## src/rtl/ddr3_rd_pkg.sv

```systemverilog
// Shared types and defaults for the DDR3 read-side engine.
package ddr3_rd_pkg;

    typedef enum logic [1:0] {
        StIdle,
        StIssue,
        StDrain,
        StFinish
    } rd_state_e;

    localparam int unsigned DefAddrStep = 8;
    localparam int unsigned DefDepth    = 16;

endpackage

```

## src/rtl/ddr3_rd_fifo.sv

```systemverilog
// Synchronous first-word-fall-through FIFO holding returned read data.
module ddr3_rd_fifo #(
    parameter int unsigned Width = 128,
    parameter int unsigned Depth = 16
) (
    input  logic                     clk_i,
    input  logic                     reset_i,
    input  logic                     push_i,
    input  logic [Width-1:0]         wdata_i,
    input  logic                     pop_i,
    output logic [Width-1:0]         rdata_o,
    output logic                     full_o,
    output logic                     empty_o,
    output logic [$clog2(Depth):0]   count_o
);

    localparam int unsigned PtrW = $clog2(Depth);
    localparam int unsigned CntW = PtrW + 1;

    logic [Width-1:0] mem_q [Depth];
    logic [PtrW-1:0]  wr_ptr_q, wr_ptr_d;
    logic [PtrW-1:0]  rd_ptr_q, rd_ptr_d;
    logic [CntW-1:0]  count_q, count_d;
    logic             do_push, do_pop;

    assign full_o  = (count_q == CntW'(Depth));
    assign empty_o = (count_q == '0);
    assign count_o = count_q;
    assign rdata_o = mem_q[rd_ptr_q];

    // A push into a full FIFO is dropped; the parent flags it.
    assign do_push = push_i && !full_o;
    assign do_pop  = pop_i && !empty_o;

    always_comb begin
        wr_ptr_d = wr_ptr_q;
        rd_ptr_d = rd_ptr_q;
        if (do_push) wr_ptr_d = wr_ptr_q + PtrW'(1);
        if (do_pop)  rd_ptr_d = rd_ptr_q + PtrW'(1);
        count_d = count_q + CntW'(do_push) - CntW'(do_pop);
    end

    always_ff @(posedge clk_i) begin
        if (reset_i) begin
            wr_ptr_q <= '0;
            rd_ptr_q <= '0;
            count_q  <= '0;
        end else begin
            wr_ptr_q <= wr_ptr_d;
            rd_ptr_q <= rd_ptr_d;
            count_q  <= count_d;
        end
    end

    always_ff @(posedge clk_i) begin
        if (do_push) mem_q[wr_ptr_q] <= wdata_i;
    end

endmodule

```

## src/rtl/ddr3_read_control.sv

```systemverilog
// DDR3 read engine: credit-limited read issue, return buffering and ready/valid readout.
module ddr3_read_control
    import ddr3_rd_pkg::*;
#(
    parameter int unsigned ADDR_W    = 26,
    parameter int unsigned DATA_W    = 128,
    parameter int unsigned CNT_W     = 23,
    parameter int unsigned ADDR_STEP = DefAddrStep,
    parameter int unsigned DEPTH     = DefDepth
) (
    input  logic              clk,
    input  logic              reset,
    input  logic              start,
    input  logic [ADDR_W-1:0] start_addr,
    input  logic [CNT_W-1:0]  burst_count,
    output logic              busy,
    output logic              done,
    output logic [ADDR_W-1:0] rd_addr,
    output logic              rd_app_en,
    input  logic              rd_app_rdy,
    input  logic [DATA_W-1:0] app_rd_data,
    input  logic              app_rd_data_valid,
    output logic [DATA_W-1:0] dout,
    output logic              dout_valid,
    input  logic              dout_ready,
    output logic              rd_err
);

    localparam int unsigned CredW    = $clog2(DEPTH) + 1;
    localparam int unsigned CredSumW = CredW + 1;

    rd_state_e         state_q, state_d;
    logic [ADDR_W-1:0] addr_q, addr_d;
    logic [CNT_W-1:0]  remaining_q, remaining_d;
    logic [CredW-1:0]  outstanding_q, outstanding_d;
    logic              done_q, done_d;
    logic              rd_err_q, rd_err_d;

    logic [CredW-1:0]    fifo_count;
    logic                fifo_full, fifo_empty;
    logic [CredSumW-1:0] credits_used;
    logic                issue, ret, pop, unexpected;

    // Credits cover both in-flight reads and buffered words, so a return always has room.
    assign credits_used = {1'b0, outstanding_q} + {1'b0, fifo_count};
    assign rd_app_en    = (state_q == StIssue) && (remaining_q != '0) &&
                          (credits_used < CredSumW'(DEPTH));
    assign issue        = rd_app_en && rd_app_rdy;
    assign unexpected   = app_rd_data_valid && (outstanding_q == '0);
    assign ret          = app_rd_data_valid && (outstanding_q != '0);
    assign dout_valid   = !fifo_empty;
    assign pop          = dout_valid && dout_ready;

    assign busy    = (state_q != StIdle);
    assign done    = done_q;
    assign rd_addr = addr_q;
    assign rd_err  = rd_err_q;

    ddr3_rd_fifo #(
        .Width (DATA_W),
        .Depth (DEPTH)
    ) u_fifo (
        .clk_i   (clk),
        .reset_i (reset),
        .push_i  (ret),
        .wdata_i (app_rd_data),
        .pop_i   (pop),
        .rdata_o (dout),
        .full_o  (fifo_full),
        .empty_o (fifo_empty),
        .count_o (fifo_count)
    );

    always_comb begin
        state_d       = state_q;
        addr_d        = addr_q;
        remaining_d   = remaining_q;
        done_d        = 1'b0;
        outstanding_d = outstanding_q + CredW'(issue) - CredW'(ret);
        rd_err_d      = rd_err_q || unexpected || (ret && fifo_full);

        unique case (state_q)
            StIdle: begin
                if (start) begin
                    addr_d      = start_addr;
                    remaining_d = burst_count;
                    state_d     = (burst_count != '0) ? StIssue : StFinish;
                end
            end
            StIssue: begin
                if (issue) begin
                    addr_d      = addr_q + ADDR_W'(ADDR_STEP);
                    remaining_d = remaining_q - CNT_W'(1);
                    if (remaining_q == CNT_W'(1)) state_d = StDrain;
                end
            end
            StDrain: begin
                if ((outstanding_q == '0) && fifo_empty) state_d = StFinish;
            end
            StFinish: begin
                done_d  = 1'b1;
                state_d = StIdle;
            end
            default: state_d = StIdle;
        endcase
    end

    always_ff @(posedge clk) begin
        if (reset) begin
            state_q       <= StIdle;
            addr_q        <= '0;
            remaining_q   <= '0;
            outstanding_q <= '0;
            done_q        <= 1'b0;
            rd_err_q      <= 1'b0;
        end else begin
            state_q       <= state_d;
            addr_q        <= addr_d;
            remaining_q   <= remaining_d;
            outstanding_q <= outstanding_d;
            done_q        <= done_d;
            rd_err_q      <= rd_err_d;
        end
    end

endmodule

```

## config.mk

```make
export PLATFORM = sky130hd
export DESIGN_NAME = ddr3_read_control
export DESIGN_NICKNAME = d
export VERILOG_FILES = /design/src/rtl/ddr3_rd_pkg.sv /design/src/rtl/ddr3_rd_fifo.sv /design/src/rtl/ddr3_read_control.sv
export SDC_FILE = /design/constraint.sdc
export NUM_CORES = 2
export LEC_CHECK = 0
export CORE_MARGIN = 3
export CORE_UTILIZATION = 55
export CTS_BUF_LIST = sky130_fd_sc_hd__clkbuf_16
export CTS_CLUSTER_DIAMETER = 40
export DETAILED_ROUTE_END_ITERATION = 8
export PLACE_DENSITY_LB_ADDON = 0.15
export SYNTH_ARGS = -nofsm -noshare
export SYNTH_HDL_FRONTEND = slang
export SYNTH_SLANG_ARGS = --single-unit
```

## constraint.sdc

```tcl
create_clock -name clk -period 8.65 [get_ports clk]
set_input_delay 1.2975 -clock clk [delete_from_list [all_inputs] [get_ports clk]]
set_output_delay 1.2975 -clock clk [all_outputs]
set_load 0.05 [all_outputs]
```

==> qor.csv <==
metric,value,unit
Clock Latency Late Sink,0.89,ns
skew final,0.0421,ns
arrival time worst endpoint,4.64,ns
Worst slew margin,0.173,
setup_tns,0,ns
PwrDens,318,nW/um^2
die area,153000,sq um
vias per inst,6.29,
Netlist cell types,78,
Initial DRT Pass Iterations,5,
Core Rows,140,
#FFs+latches synth,2123,
"critical path, cell by cell","buf_12, mux4_2, mux4_2, clkdlybuf4s50_1",
Area Overhead vs Synth,18.0,%
Min-Delay Path Class,reg2reg,
fmax,168,MHz
R2R Path Start,state_q[1]$_SDFFE_PP0P_,
Synth Cell Area,81500,sq um
Synth Area per Inst,23.1,sq um
Routed Wire Length,184000,microns
Critical Path End Type,output port,
Simple-Gate Fraction of Synth Area,0.0174,
placed cell count,5663,
Post-Synth Adder-Cell Area,0.00494,
main combinational cell family by area after synthesis,multiplexers,
Die Y,391,microns
worst r2r dst,outstanding_q[4]$_SDFF_PP0_,
DP HPWL,91400,microns
Crit. path cell count,4,
Max-Cap Viols,0,
vias in the first global route,39703,
Post-Syn Instances,3525,
flop2flop setup slack,4.60,ns
Core ar.,146000,sq um
Worst Setup Path Type,reg2out,
compound-cell area share of the yosys netlist,0.0173,
postcts setup bufs,0,
CTS sink cnt,2123,
NumNets Final,4244,
Initial Util,0.557,
remaining global-route overflow,0,
status,"finished, final reports clean",
Main synth FF type,edfxtp_1,
die width,391,microns
Sw Share,0.289,
final slew viol count,0,
Worst Path Buf+Inv,2,
Seq pwr share,0.397,
DRT iter0 DRCs,3735,
Avg WL per Cell,30.0,microns
area share of the largest cell type after synthesis,0.754,
initial antenna violation count,26,
Final Hold Viols,0,
CP max stage delay,0.99,ns
fin cells,6155,
Net Sw Power,8.85,mW
DRC,0,
Hold Startpoint,rd_err$_SDFF_PP0_,
Peak supply drop,0.237,mV
clock slew at reported path FFs,0.05,ns
DP Area,87200,sq um
internal power,21.8,mW
xor and xnor area share after synthesis,0.00161,
CP dominant cell by count,mux4_2,
first-pass GRT wire length,271000,microns
"Seq/Total Area, Yosys",0.773,
post_cts resized,0,
cts hold-fix bufs,0,
Synthesized Nets,3739,
Critical Path Fanout Max,107,
Comb pwr share,0.243,
largest net degree at the start of global routing,169,
RSZ-0062 raised after global routing,no,
FF/Latch Area,63000,sq um
Synth area leader,edfxtp_1,
Top delay family on crit path,buffers and inverters,
period utilization,0.687,
Total GRT Usage,0.245,
vias post-DR,38708,
Final ANT Viol Nets,0,
final RePlAce weighted congestion,0.823,
mux contribution to synthesized area,0.174,
CTS tree,done,
final setup fails,0,
H-tree levels,5,
post-route cell area,96200,sq um
Final Critical Period,5.94,ns
P_leak,29.8,nW
"EDFF count, synth",2048,
number of synthesis warnings,0,
hold endpoint,rd_err$_SDFF_PP0_,
clock network fraction of total power,0.360,
multi-input logic area,17600,sq um
layout cells sized above 1,0.270,
critical path launch point type,register,
root buffer cell,clkbuf_16,
r2r worst-path depth,17,
Post-synth ARST share,0,
synth top area cells,"edfxtp_1, mux4_2, dfxtp_1",
clk buf depth,4,
# port buffers,341,
I/O pins,342,
filler instances,9411,
worst hold path stage count,2,
critical path's slowest cell,dfxtp_4,
"Req. time, crit path",7.35,ns
CTS Buf Count,282,
slew of the pin with the lowest slew margin,1.24,ns
flip-flops by register name, summed over array words and instances, names as in the netlist, named ones only:
name / flops
state_q: 2
rd_err: 1
u_fifo.wr_ptr_q: 4
u_fifo.rd_ptr_q: 4
done: 1
remaining_q: 23
u_fifo.mem_q: 2048
rd_addr: 26
u_fifo.count_o: 5
outstanding_q: 5
cell type report:
type / instances / share of cell area
Sequential cell: 2123 / 0.655
Clock buffer: 289 / 0.0752
Clock inverter: 189 / 0.0178
Antenna cell: 14 / 0.000364
Tap cell: 1917 / 0.0249
Timing Repair Buffer: 406 / 0.0422
Inverter: 37 / 0.00147
Multi-Input combinational cell: 1180 / 0.183
power by group through the flow:
stage / clock, mW / combinational, mW / sequential, mW
after floorplan: 0 / 5.26 / 12.4
after global placement: 0 / 7.48 / 12.3
after detailed placement: 0 / 7.50 / 12.4
after CTS: 11.2 / 7.53 / 12.2
after global routing: 11.6 / 7.89 / 12.2
final: 11.0 / 7.42 / 12.1
through the flow:
stage	total power, mW	util	worst slack (ns)	hold WS (ns)
6_report	30.6	0.657	2.71	0.472
3_5_place_dp	19.9	0.596	3.47	0.470
4_1_cts	30.9	0.657	2.53	0.480
3_3_place_gp	19.8	0.596	3.49	0.457
5_1_grt	31.7	0.657	2.35	0.499
2_1_floorplan	17.7	-	3.47	0.452
cells in the mapped netlist (14+ instances only):
| cell type | n |
|---|---|
| clkbuf_1 | 103 |
| edfxtp_1 | 2048 |
| mux2i_1 | 33 |
| dfxtp_1 | 75 |
| buf_1 | 15 |
| o21ai_0 | 27 |
| inv_1 | 33 |
| nand2_1 | 61 |
| buf_2 | 60 |
| nor2_1 | 60 |
| ha_1 | 29 |
| a21oi_1 | 75 |
| nor2b_1 | 33 |
| mux4_2 | 615 |
| and2_1 | 17 |
| nor4_1 | 14 |
| nor3_1 | 20 |
| a211oi_1 | 31 |
logic make-up after synthesis:
group                      Yosys count
adders and majority gates           31
DFF                               2123
AOI/OAI and AO/OA                  216
and+or+nand+nor                    267
muxes                              651
xor gates and xnor gates            15
buffers and inverters              222
placed cells by master (no fill, tap or decap), types with 20 or more instances in the layout:
cell type / instances
clkinv_1: 35
a211oi_1: 31
a21oi_1: 75
edfxtp_1: 2048
inv_6: 24
clkdlybuf4s50_1: 340
buf_4: 52
nor3_1: 20
nor2b_1: 33
ha_1: 28
o21ai_0: 27
dfxtp_1: 71
mux2i_1: 33
clkinvlp_4: 22
bufinv_16: 23
nand2_1: 61
inv_1: 63
nor2_1: 60
clkinv_2: 33
clkbuf_16: 289
mux4_2: 615
worst register-to-register path, cell delays in order (launching register included):
cell and delay (ns):
dfxtp_1 0.32, inv_1 0.14, ha_2 0.19, buf_4 0.58
nor4b_2 0.46, nand3_2 0.30, nor2_4 0.32, inv_4 0.13
ha_1 0.30, inv_1 0.04, ha_1 0.19, inv_1 0.08
fa_1 0.20, inv_1 0.05, a21oi_1 0.13, nor2_1 0.06
or3_1 0.34, a21oi_1 0.13
worst max-delay path by stage:
stage	startpoint	end	slack, ns
after global placement	register	dout[89]	3.49
after detailed placement	register	dout[3]	3.47
after global routing	register	dout[87]	2.35
final	register	dout[87]	2.71
after CTS	register	dout[3]	2.53
after floorplan	app_rd_data_valid	u_fifo.mem_q[4][0]$_DFFE_PP_	3.47
routing by layer:
metal | GRT usage | vias up | share of wire
met3 | 0.0628 | 343 | 0.083
met5 | 0 | - | 0.00061
met2 | 0.384 | 1506 | 0.49
li1 | - | 16170 | -
met4 | 0.0684 | 18 | 0.023
met1 | 0.349 | 20671 | 0.41
Power figures use the tool's default switching activity.
